**config.mk**
```make
export PLATFORM = sky130hd
export DESIGN_NAME = cobra_mul_ctrl_flat
export DESIGN_NICKNAME = d
export VERILOG_FILES = /design/src/rtl/cobra_mul_pkg.sv /design/src/rtl/cobra_mul_if.sv /design/src/rtl/cobra_mul_dp.sv /design/src/rtl/cobra_mul_ctrl.sv /design/src/flat_wrapper.sv
export SDC_FILE = /design/constraint.sdc
export NUM_CORES = 1
export LEC_CHECK = 0
export ABC_AREA = 1
export CAP_MARGIN = 20
export CELL_PAD_IN_SITES_DETAIL_PLACEMENT = 0
export CELL_PAD_IN_SITES_GLOBAL_PLACEMENT = 2
export CORE_ASPECT_RATIO = 0.75
export CORE_MARGIN = 2
export CORE_UTILIZATION = 30
export DETAILED_ROUTE_END_ITERATION = 12
export PLACE_DENSITY_LB_ADDON = 0.25
export REMOVE_ABC_BUFFERS = 1
export SLEW_MARGIN = 20
export SYNTH_ARGS = -nofsm -noshare
export SYNTH_HDL_FRONTEND = slang
export SYNTH_SLANG_ARGS = --single-unit
```
**constraint.sdc**
```tcl
create_clock -name clk_i -period 3.6 [get_ports clk_i]
set_input_delay 0.72 -clock clk_i [delete_from_list [all_inputs] [get_ports clk_i]]
set_output_delay 0.72 -clock clk_i [all_outputs]
set_load 0.03 [all_outputs]
```
**src/rtl/cobra_mul_pkg.sv**
```systemverilog
// Shared types and constants for the CYBERcobra multi-cycle multiplier.
// Optional signed mode is enabled by defining COBRA_MUL_SIGNED_EN.
package cobra_mul_pkg;

    typedef enum logic [1:0] {IDLE, BUSY, NEG, DONE} mul_state_t;

    localparam int unsigned MUL_WIDTH = 32;

    function automatic int unsigned cnt_width(input int unsigned width, input int unsigned bpc);
        return $clog2(width / bpc + 1);
    endfunction

endpackage

```
**src/rtl/cobra_mul_if.sv**
```systemverilog
// Core <-> multiplier handshake bundle; sign exists only when COBRA_MUL_SIGNED_EN is defined.
interface cobra_mul_if
    import cobra_mul_pkg::*;
#(
    parameter int unsigned WIDTH = MUL_WIDTH
);
    logic             req;
    logic [WIDTH-1:0] a;
    logic [WIDTH-1:0] b;
    logic             flush;
`ifdef COBRA_MUL_SIGNED_EN
    logic             sign;
`endif
    logic             stall;
    logic             valid;
    logic [WIDTH-1:0] result_lo;
    logic [WIDTH-1:0] result_hi;

    modport master (
        output req, a, b, flush,
`ifdef COBRA_MUL_SIGNED_EN
        output sign,
`endif
        input  stall, valid, result_lo, result_hi
    );

    modport slave (
        input  req, a, b, flush,
`ifdef COBRA_MUL_SIGNED_EN
        input  sign,
`endif
        output stall, valid, result_lo, result_hi
    );
endinterface

```
**src/rtl/cobra_mul_dp.sv**
```systemverilog
// Iterative shift-add datapath: multiplicand shifts left, multiplier shifts right,
// accumulator collects partial products; optional final two's-complement negate.
module cobra_mul_dp #(
    parameter int unsigned WIDTH          = 32,
    parameter int unsigned BITS_PER_CYCLE = 1
) (
    input  logic             clk_i,
    input  logic             rst_i,
    input  logic             load,
    input  logic             step,
    input  logic             negate,
    input  logic             commit,
    input  logic             sign,
    input  logic [WIDTH-1:0] a,
    input  logic [WIDTH-1:0] b,
    output logic [WIDTH-1:0] result_lo,
    output logic [WIDTH-1:0] result_hi
);
    localparam int unsigned PW = 2 * WIDTH;

    logic [PW-1:0]    mcand_q, acc_q, res_q, partial;
    logic [WIDTH-1:0] mplier_q, a_mag, b_mag;
    logic             neg_q;

    always_comb begin
        a_mag = (sign && a[WIDTH-1]) ? (~a + 1'b1) : a;
        b_mag = (sign && b[WIDTH-1]) ? (~b + 1'b1) : b;
    end

    always_comb begin
        partial = '0;
        for (int j = 0; j < int'(BITS_PER_CYCLE); j++) begin
            if (mplier_q[j]) partial = partial + (mcand_q << j);
        end
    end

    always_ff @(posedge clk_i or negedge rst_i) begin
        if (!rst_i) begin
            mcand_q  <= '0;
            mplier_q <= '0;
            acc_q    <= '0;
            res_q    <= '0;
            neg_q    <= 1'b0;
        end else begin
            if (load) begin
                mcand_q  <= {{WIDTH{1'b0}}, a_mag};
                mplier_q <= b_mag;
                acc_q    <= '0;
                neg_q    <= sign & (a[WIDTH-1] ^ b[WIDTH-1]);
            end else if (step) begin
                acc_q    <= acc_q + partial;
                mcand_q  <= mcand_q << BITS_PER_CYCLE;
                mplier_q <= mplier_q >> BITS_PER_CYCLE;
            end else if (negate && neg_q) begin
                acc_q <= ~acc_q + 1'b1;
            end
            if (commit) res_q <= acc_q;
        end
    end

    // The fresh product is visible in the DONE cycle itself, then held in res_q.
    assign {result_hi, result_lo} = commit ? acc_q : res_q;

endmodule

```
**src/rtl/cobra_mul_ctrl.sv**
```systemverilog
// Multiply sequencer: stalls the core while cobra_mul_dp iterates, strobes valid once.
// Define COBRA_MUL_SIGNED_EN to add the sign input and the NEG fix-up state.
module cobra_mul_ctrl
    import cobra_mul_pkg::*;
#(
    parameter int unsigned WIDTH          = MUL_WIDTH,
    parameter int unsigned BITS_PER_CYCLE = 1
) (
    input logic        clk_i,
    input logic        rst_i,
    cobra_mul_if.slave bus
);
    localparam int unsigned ITERS = WIDTH / BITS_PER_CYCLE;
    localparam int unsigned CW    = cnt_width(WIDTH, BITS_PER_CYCLE);

    mul_state_t    state_q, state_d;
    logic [CW-1:0] cnt_q;
    logic          stall, valid, load, step, negate, sign_in;

`ifdef COBRA_MUL_SIGNED_EN
    logic signed_q;
    assign sign_in = bus.sign;

    always_ff @(posedge clk_i or negedge rst_i) begin
        if (!rst_i)    signed_q <= 1'b0;
        else if (load) signed_q <= sign_in;
    end
`else
    assign sign_in = 1'b0;
`endif

    always_ff @(posedge clk_i or negedge rst_i) begin
        if (!rst_i) begin
            state_q <= IDLE;
            cnt_q   <= '0;
        end else begin
            state_q <= state_d;
            if (load)      cnt_q <= '0;
            else if (step) cnt_q <= cnt_q + CW'(1);
        end
    end

    always_comb begin
        state_d = state_q;
        unique case (state_q)
            IDLE: if (bus.req) state_d = BUSY;
            BUSY: begin
                if (cnt_q == CW'(ITERS - 1)) begin
`ifdef COBRA_MUL_SIGNED_EN
                    state_d = signed_q ? NEG : DONE;
`else
                    state_d = DONE;
`endif
                end
            end
            NEG:  state_d = DONE;
            DONE: state_d = IDLE;
        endcase
        if (bus.flush) state_d = IDLE;
    end

    // stall in IDLE follows req so the acceptance cycle itself holds the core.
    always_comb begin
        stall  = 1'b0;
        valid  = 1'b0;
        load   = 1'b0;
        step   = 1'b0;
        negate = 1'b0;
        unique case (state_q)
            IDLE: begin
                stall = bus.req;
                load  = bus.req & ~bus.flush;
            end
            BUSY: begin
                stall = 1'b1;
                step  = ~bus.flush;
            end
            NEG: begin
                stall  = 1'b1;
                negate = ~bus.flush;
            end
            DONE: valid = ~bus.flush;
        endcase
    end

    assign bus.stall = stall;
    assign bus.valid = valid;

    cobra_mul_dp #(
        .WIDTH         (WIDTH),
        .BITS_PER_CYCLE(BITS_PER_CYCLE)
    ) u_dp (
        .clk_i    (clk_i),
        .rst_i    (rst_i),
        .load     (load),
        .step     (step),
        .negate   (negate),
        .commit   (valid),
        .sign     (sign_in),
        .a        (bus.a),
        .b        (bus.b),
        .result_lo(bus.result_lo),
        .result_hi(bus.result_hi)
    );

endmodule

```
**src/flat_wrapper.sv**
```systemverilog
// flat-port wrapper written by rule: the top's interface ports become plain ports
module cobra_mul_ctrl_flat import cobra_mul_pkg::*;
#(
    parameter int unsigned WIDTH          = MUL_WIDTH,
    parameter int unsigned BITS_PER_CYCLE = 1
)
  (clk_i, rst_i, bus_req, bus_a, bus_b, bus_flush, bus_stall, bus_valid, bus_result_lo, bus_result_hi);
  cobra_mul_if #(.WIDTH(WIDTH)) bus_i ();
  input logic clk_i;
  input logic rst_i;
  input wire logic [$bits(bus_i.req)-1:0] bus_req;
  input wire logic [$bits(bus_i.a)-1:0] bus_a;
  input wire logic [$bits(bus_i.b)-1:0] bus_b;
  input wire logic [$bits(bus_i.flush)-1:0] bus_flush;
  output wire logic [$bits(bus_i.stall)-1:0] bus_stall;
  output wire logic [$bits(bus_i.valid)-1:0] bus_valid;
  output wire logic [$bits(bus_i.result_lo)-1:0] bus_result_lo;
  output wire logic [$bits(bus_i.result_hi)-1:0] bus_result_hi;
  assign bus_i.req = bus_req;
  assign bus_i.a = bus_a;
  assign bus_i.b = bus_b;
  assign bus_i.flush = bus_flush;
  assign bus_stall = bus_i.stall;
  assign bus_valid = bus_i.valid;
  assign bus_result_lo = bus_i.result_lo;
  assign bus_result_hi = bus_i.result_hi;
  cobra_mul_ctrl #(.WIDTH(WIDTH), .BITS_PER_CYCLE(BITS_PER_CYCLE)) u_core (.clk_i(clk_i), .rst_i(rst_i), .bus(bus_i));
endmodule
```
Word level (Yosys, flattened, before mapping)
Cells that the tools add are included.

Register bits: 232.

Equal/unequal tests: 6. $add $sub $neg: 2. Muxes and demuxes: 18. Bitwise gates (word level): 2. Reduce and logical (&&, ||, !) cells: 5.

Operator list (count): two-way mux 64 bit (6); adder 64 bit (1); two-way mux 32 bit (2); two-way mux 6 bit (2); case mux 2 bit (4 select lines) (1); adder 6 x 1 -> 6 bit, second input constant (1); == test 6 x 5 -> 1 bit, second input constant (1); two-way mux 2 bit (3); == test 2 bit, second input constant (2); two-way mux 1 bit (3); != test 3 x 2 -> 1 bit, second input constant (1); != test 3 bit, second input constant (1); nonzero test 3 bit (1); == test 2 x 1 -> 1 bit, second input constant (1); zero test 2 bit (1); case mux 1 bit (2 select lines) (1); AND reduction 2 bit (1); nonzero test 2 bit (1); OR reduction 2 bit (1); AND 1 bit (1); inverter 1 bit (1).

Longest topological paths before layout
Depth after elaboration: 4. Mapped depth: 20. Depth with buffers taken out: 18.

Hierarchy
Synthesis repeated with hierarchy kept, for this count alone.

Cells, all modules: 3274. Area total of the unflattened synthesis: 19796.5 um2.

Modules (own cells, without submodules): cobra_mul_dp (times used 1, area each 19249.7 um2, cells an instance 3203, seq. area each 5630.4 um2); cobra_mul_ctrl (times used 1, area each 546.8 um2, cells an instance 71, seq. area each 200.2 um2).

Worst setup path before layout
No wires, ideal clock.

Kind: input -> output. Start point: input bus_flush. End point: output bus_result_hi[31]. Arrival time: 2.031 ns. Cell stages on the path: 5. Setup slack: 0.849 ns. Cell sequence: inv_1 nand2_1 clkbuf_1 clkbuf_1 o21ai_0.

Word-level cells in the longest chain between the ends: 3.

Ends and longest elaborated chain: start: declaration (line flat_wrapper.sv:14) `input wire logic [$bits(bus_i.flush)-1:0] bus_flush;`; inverter 1 bit (line cobra_mul_ctrl.sv:82) `DONE: valid = ~bus.flush;`; two-way mux 1 bit (line cobra_mul_ctrl.sv:69) `unique case (state_q)`; two-way mux 64 bit; end: declaration (line flat_wrapper.sv:18) `output wire logic [$bits(bus_i.result_hi)-1:0] bus_result_hi;`.

No other way between the ends.

Final worst setup path
Start point: input bus_flush. End point: output bus_result_lo[22].

Word-level cells in the longest chain between the ends: 3.

Ends and longest elaborated chain: inverter 1 bit (line cobra_mul_ctrl.sv:82); two-way mux 1 bit (line cobra_mul_ctrl.sv:69); two-way mux 64 bit; end: declaration (line flat_wrapper.sv:17) `output wire logic [$bits(bus_i.result_lo)-1:0] bus_result_lo;`.

No other way between the ends.

==> flow_summary.toml <==
[floorplan]
coreArea_mm2 = 0.0513
dieHeight_um = 201
fp.dieArea_mm2 = 0.0536
io_pins = 134
initial_core_util_pct = 30.2
fp.dieW_um = 267
rows = 72

[synth]
ys_ff_latch = 232
synth.avg_cell_area_um2 = 6.54
ys_types = 38
synthSimpleGateAreaFrac_pct = 31.8
synth_warnings = 0
yosys.area.top_type = "dfrtp_1"
synth_top_area_share_pct = 37.4
synth_top_family_by_area = "simple AND/OR/NAND/NOR gates"
synthCells = 2374
synthAdderAreaFrac_pct = 5.53
synth-xor-area-share_pct = 0.113
synth_compound_area_share_pct = 10.9
synth.area.top_cells = "dfrtp_1 37%, nand2_1 22%, inv_1 12%, ha_1 5.4%, o21ai_0 4.2%"
syn_area_mm2 = 0.0155
synthMuxAreaShare_pct = 0
yosysSeqAreaShare_pct = 37.4

[placement]
place.gp.congestion = 0.866
portBuffers = 133
hpwl_um = 41000
place_area_mm2 = 0.0179

[cts]
cts_tree = "done"
cts_root_buffer = "clkbuf_16"
numCtsBuffers = 27
cts.path.max_buffers = 3
htreeDepth = 1
cts.reportedPaths.clkPinSlew_ns = 0.06
ctsResizeCount = 0
hold_buffers = 0
post_cts_buffers = 0
clock-sinks = 232
insertion_delay_ns = 0.59

[worst_setup_path]
required_ns = 2.88
start_kind = "input port"
reg2reg_depth = 15
cp-endpoint = "bus_result_lo[22]"
r2r_start = "u_core.u_dp.mplier_q[0]"
timing.rr.end = "u_core.u_dp.acc_q[58]"
crit_start = "bus_flush"
worstSetupPathType = "input port to output pin"
r2r_setup_slack_ns = 0.76
crit_path_max_fanout = 33
critPathArrivalTime_ns = 2.51
cp-end-kind = "output pin"

[final_layout]
utilization_pct = 36.4
layout.nets = 2641
drive_gt1_share_pct = 9.03
diodes = 0
num-fill-cells = 5653
fin_area_mm2 = 0.0187
syn2layout_area_growth_pct = 20.5

[detailed_routing]
wl_met1_um = 28900
top_layer = "met5"
drtIter0Drc = 919
postRouteAntennaNets = 0
drc = 0
wl_met2_um = 20200
viasPerCell = 4.52
drt-total-wl_um = 52700
first_pass_iters = 6
wl_met3_um = 2730
num_vias = 14400
routedWlPerCell_um = 16.5

[global_routing]
grtUsageTotal_pct = 19.9
grt_pass1_vias = 14300
overflow = 0
grt_max_degree = 104
grt_first_pass_wirelength_um = 82700
antenna_found_initial = 2

[timing]
max_freq_mhz = 310
skew_ns = 0.0289
holdWs_ns = 0.178
hold_violations = 0
rsz0062_at_grt = "no"
maxSlewHeadroom_pct = 41.3
finalSetupViolCount = 0
tightest_slew_ns = 0.881
period_minus_slack_ns = 3.23
slew_viol_final = 0
fin_crit_sh_pct = 89.6
tns_ns = 0

[power]
p_per_area_mw_per_mm2 = 569
p_total_mw = 10.6
leakagePower_nw = 10.5
peakVddDrop_v = 0.000360

[run_status]
run_status = "finished, final reports clean"

[min_path]
hold_path_class = "input port to async pin"

[flow_run]
drv_cap = 0
[layout by cell type (no fill, tap or decap), types with 3 or more instances in the layout]
cell and count:
inv_1 502, nand2_1 916, inv_2 13, clkbuf_8 5, nand3_1 87, o221ai_1 31
buf_12 25, nor3_2 5, nand4_1 8, dfrtp_1 231, nor2_4 7, nor2_1 93
o211ai_1 9, and2_1 3, o21ai_0 129, o31ai_1 3, nand3_2 9, a21oi_1 72
nor3_1 7, clkdlybuf4s50_1 70, clkinv_2 4, clkinv_1 5, nor2_2 20, clkbuf_16 27
ha_1 67, o21ai_1 7, clkbuf_1 9, nand2_2 32, buf_4 69, o22ai_1 37
nand2_4 3
[critical path, cell delays in order]
cell and delay (ns):
clkdlybuf4s50_1 0.45, inv_1 0.18, nand2_4 0.17, clkinv_1 0.13
buf_4 0.37, nand2_1 0.11, nand2_1 0.12, buf_4 0.17
[power breakdown]
| group | total [mW] | switching, mW | internal (mW) |
|---|---|---|---|
| sequential | 3.71 | 0.350 | 3.36 |
| clock | 2.73 | 1.17 | 1.56 |
| combinational | 4.20 | 2.73 | 1.47 |
| total | 10.6 | 4.25 | 6.39 |
[worst min-delay path by stage]
stage	to	slack [ns]	depth (start not counted)
3_5_place_dp	u_core.cnt_q[5]	0.45	1
2_1_floorplan	u_core.cnt_q[0]	0.42	0
6_report	u_core.u_dp.mplier_q[31]	0.18	1
5_1_grt	u_core.u_dp.mplier_q[31]	0.24	1
4_1_cts	u_core.u_dp.mplier_q[24]	0.23	1
3_3_place_gp	u_core.cnt_q[5]	0.45	1
[kinds of logic after synthesis]
group | count (synthesis)
simple gates | 1194
buf+inv | 583
compound gates | 295
flops | 232
fa+ha+maj | 68
xor+xnor | 2
[cell type report]
| class | count | area (um2) | share of cell area, % |
|---|---|---|---|
| clock buffers | 41 | 778 | 4.16 |
| clock inverters | 7 | 78.8 | 0.421 |
| inverters | 520 | 1950 | 10.4 |
| multi-input cells | 1559 | 7520 | 40.2 |
| flip-flops and latches | 232 | 5810 | 31.0 |
| well taps | 666 | 833 | 4.45 |
| repair buffers | 165 | 1730 | 9.27 |
[stage by stage]
step | instances | worst slack [ns]
after global placement | 3142 | 0.396
final | 3190 | 0.374
after floorplan | 2311 | -1.68
after CTS | 3190 | 0.339
after detailed placement | 3142 | 0.332
after global routing | 3190 | 0.173
[layer usage]
metal,vias up,GRT usage (%)
met5,-,0
met4,2,2.91
met3,47,3.42
met2,271,27.6
met1,6628,32.1
li1,7486,-
[cell usage after synthesis, drive strengths merged]
master  instances
nand3b          1
ha             67
nand3          96
nor3           14
o221ai         31
clkbuf         36
clkinv          4
o21a            2
o211ai          9
inv           516
dfrtp         232
o21ai         136
a32o            1
nor2          120
nand4           8
buf            27
nand2         951
nor4            1
and2            3
o21bai          2
o22ai          37
a21oi          73
xnor2           1
o31ai           3
o32ai           1
fa              1
xor2            1
[flip-flops by register name, summed over array words and instances, names as in the netlist]
signal / cells
u_core.cnt_q: 6
u_core.state_q: 2
u_core.u_dp.acc_q: 64
u_core.u_dp.mcand_q: 64
u_core.u_dp.mplier_q: 32
u_core.u_dp.res_q: 64
Power figures use the tool's default switching activity.
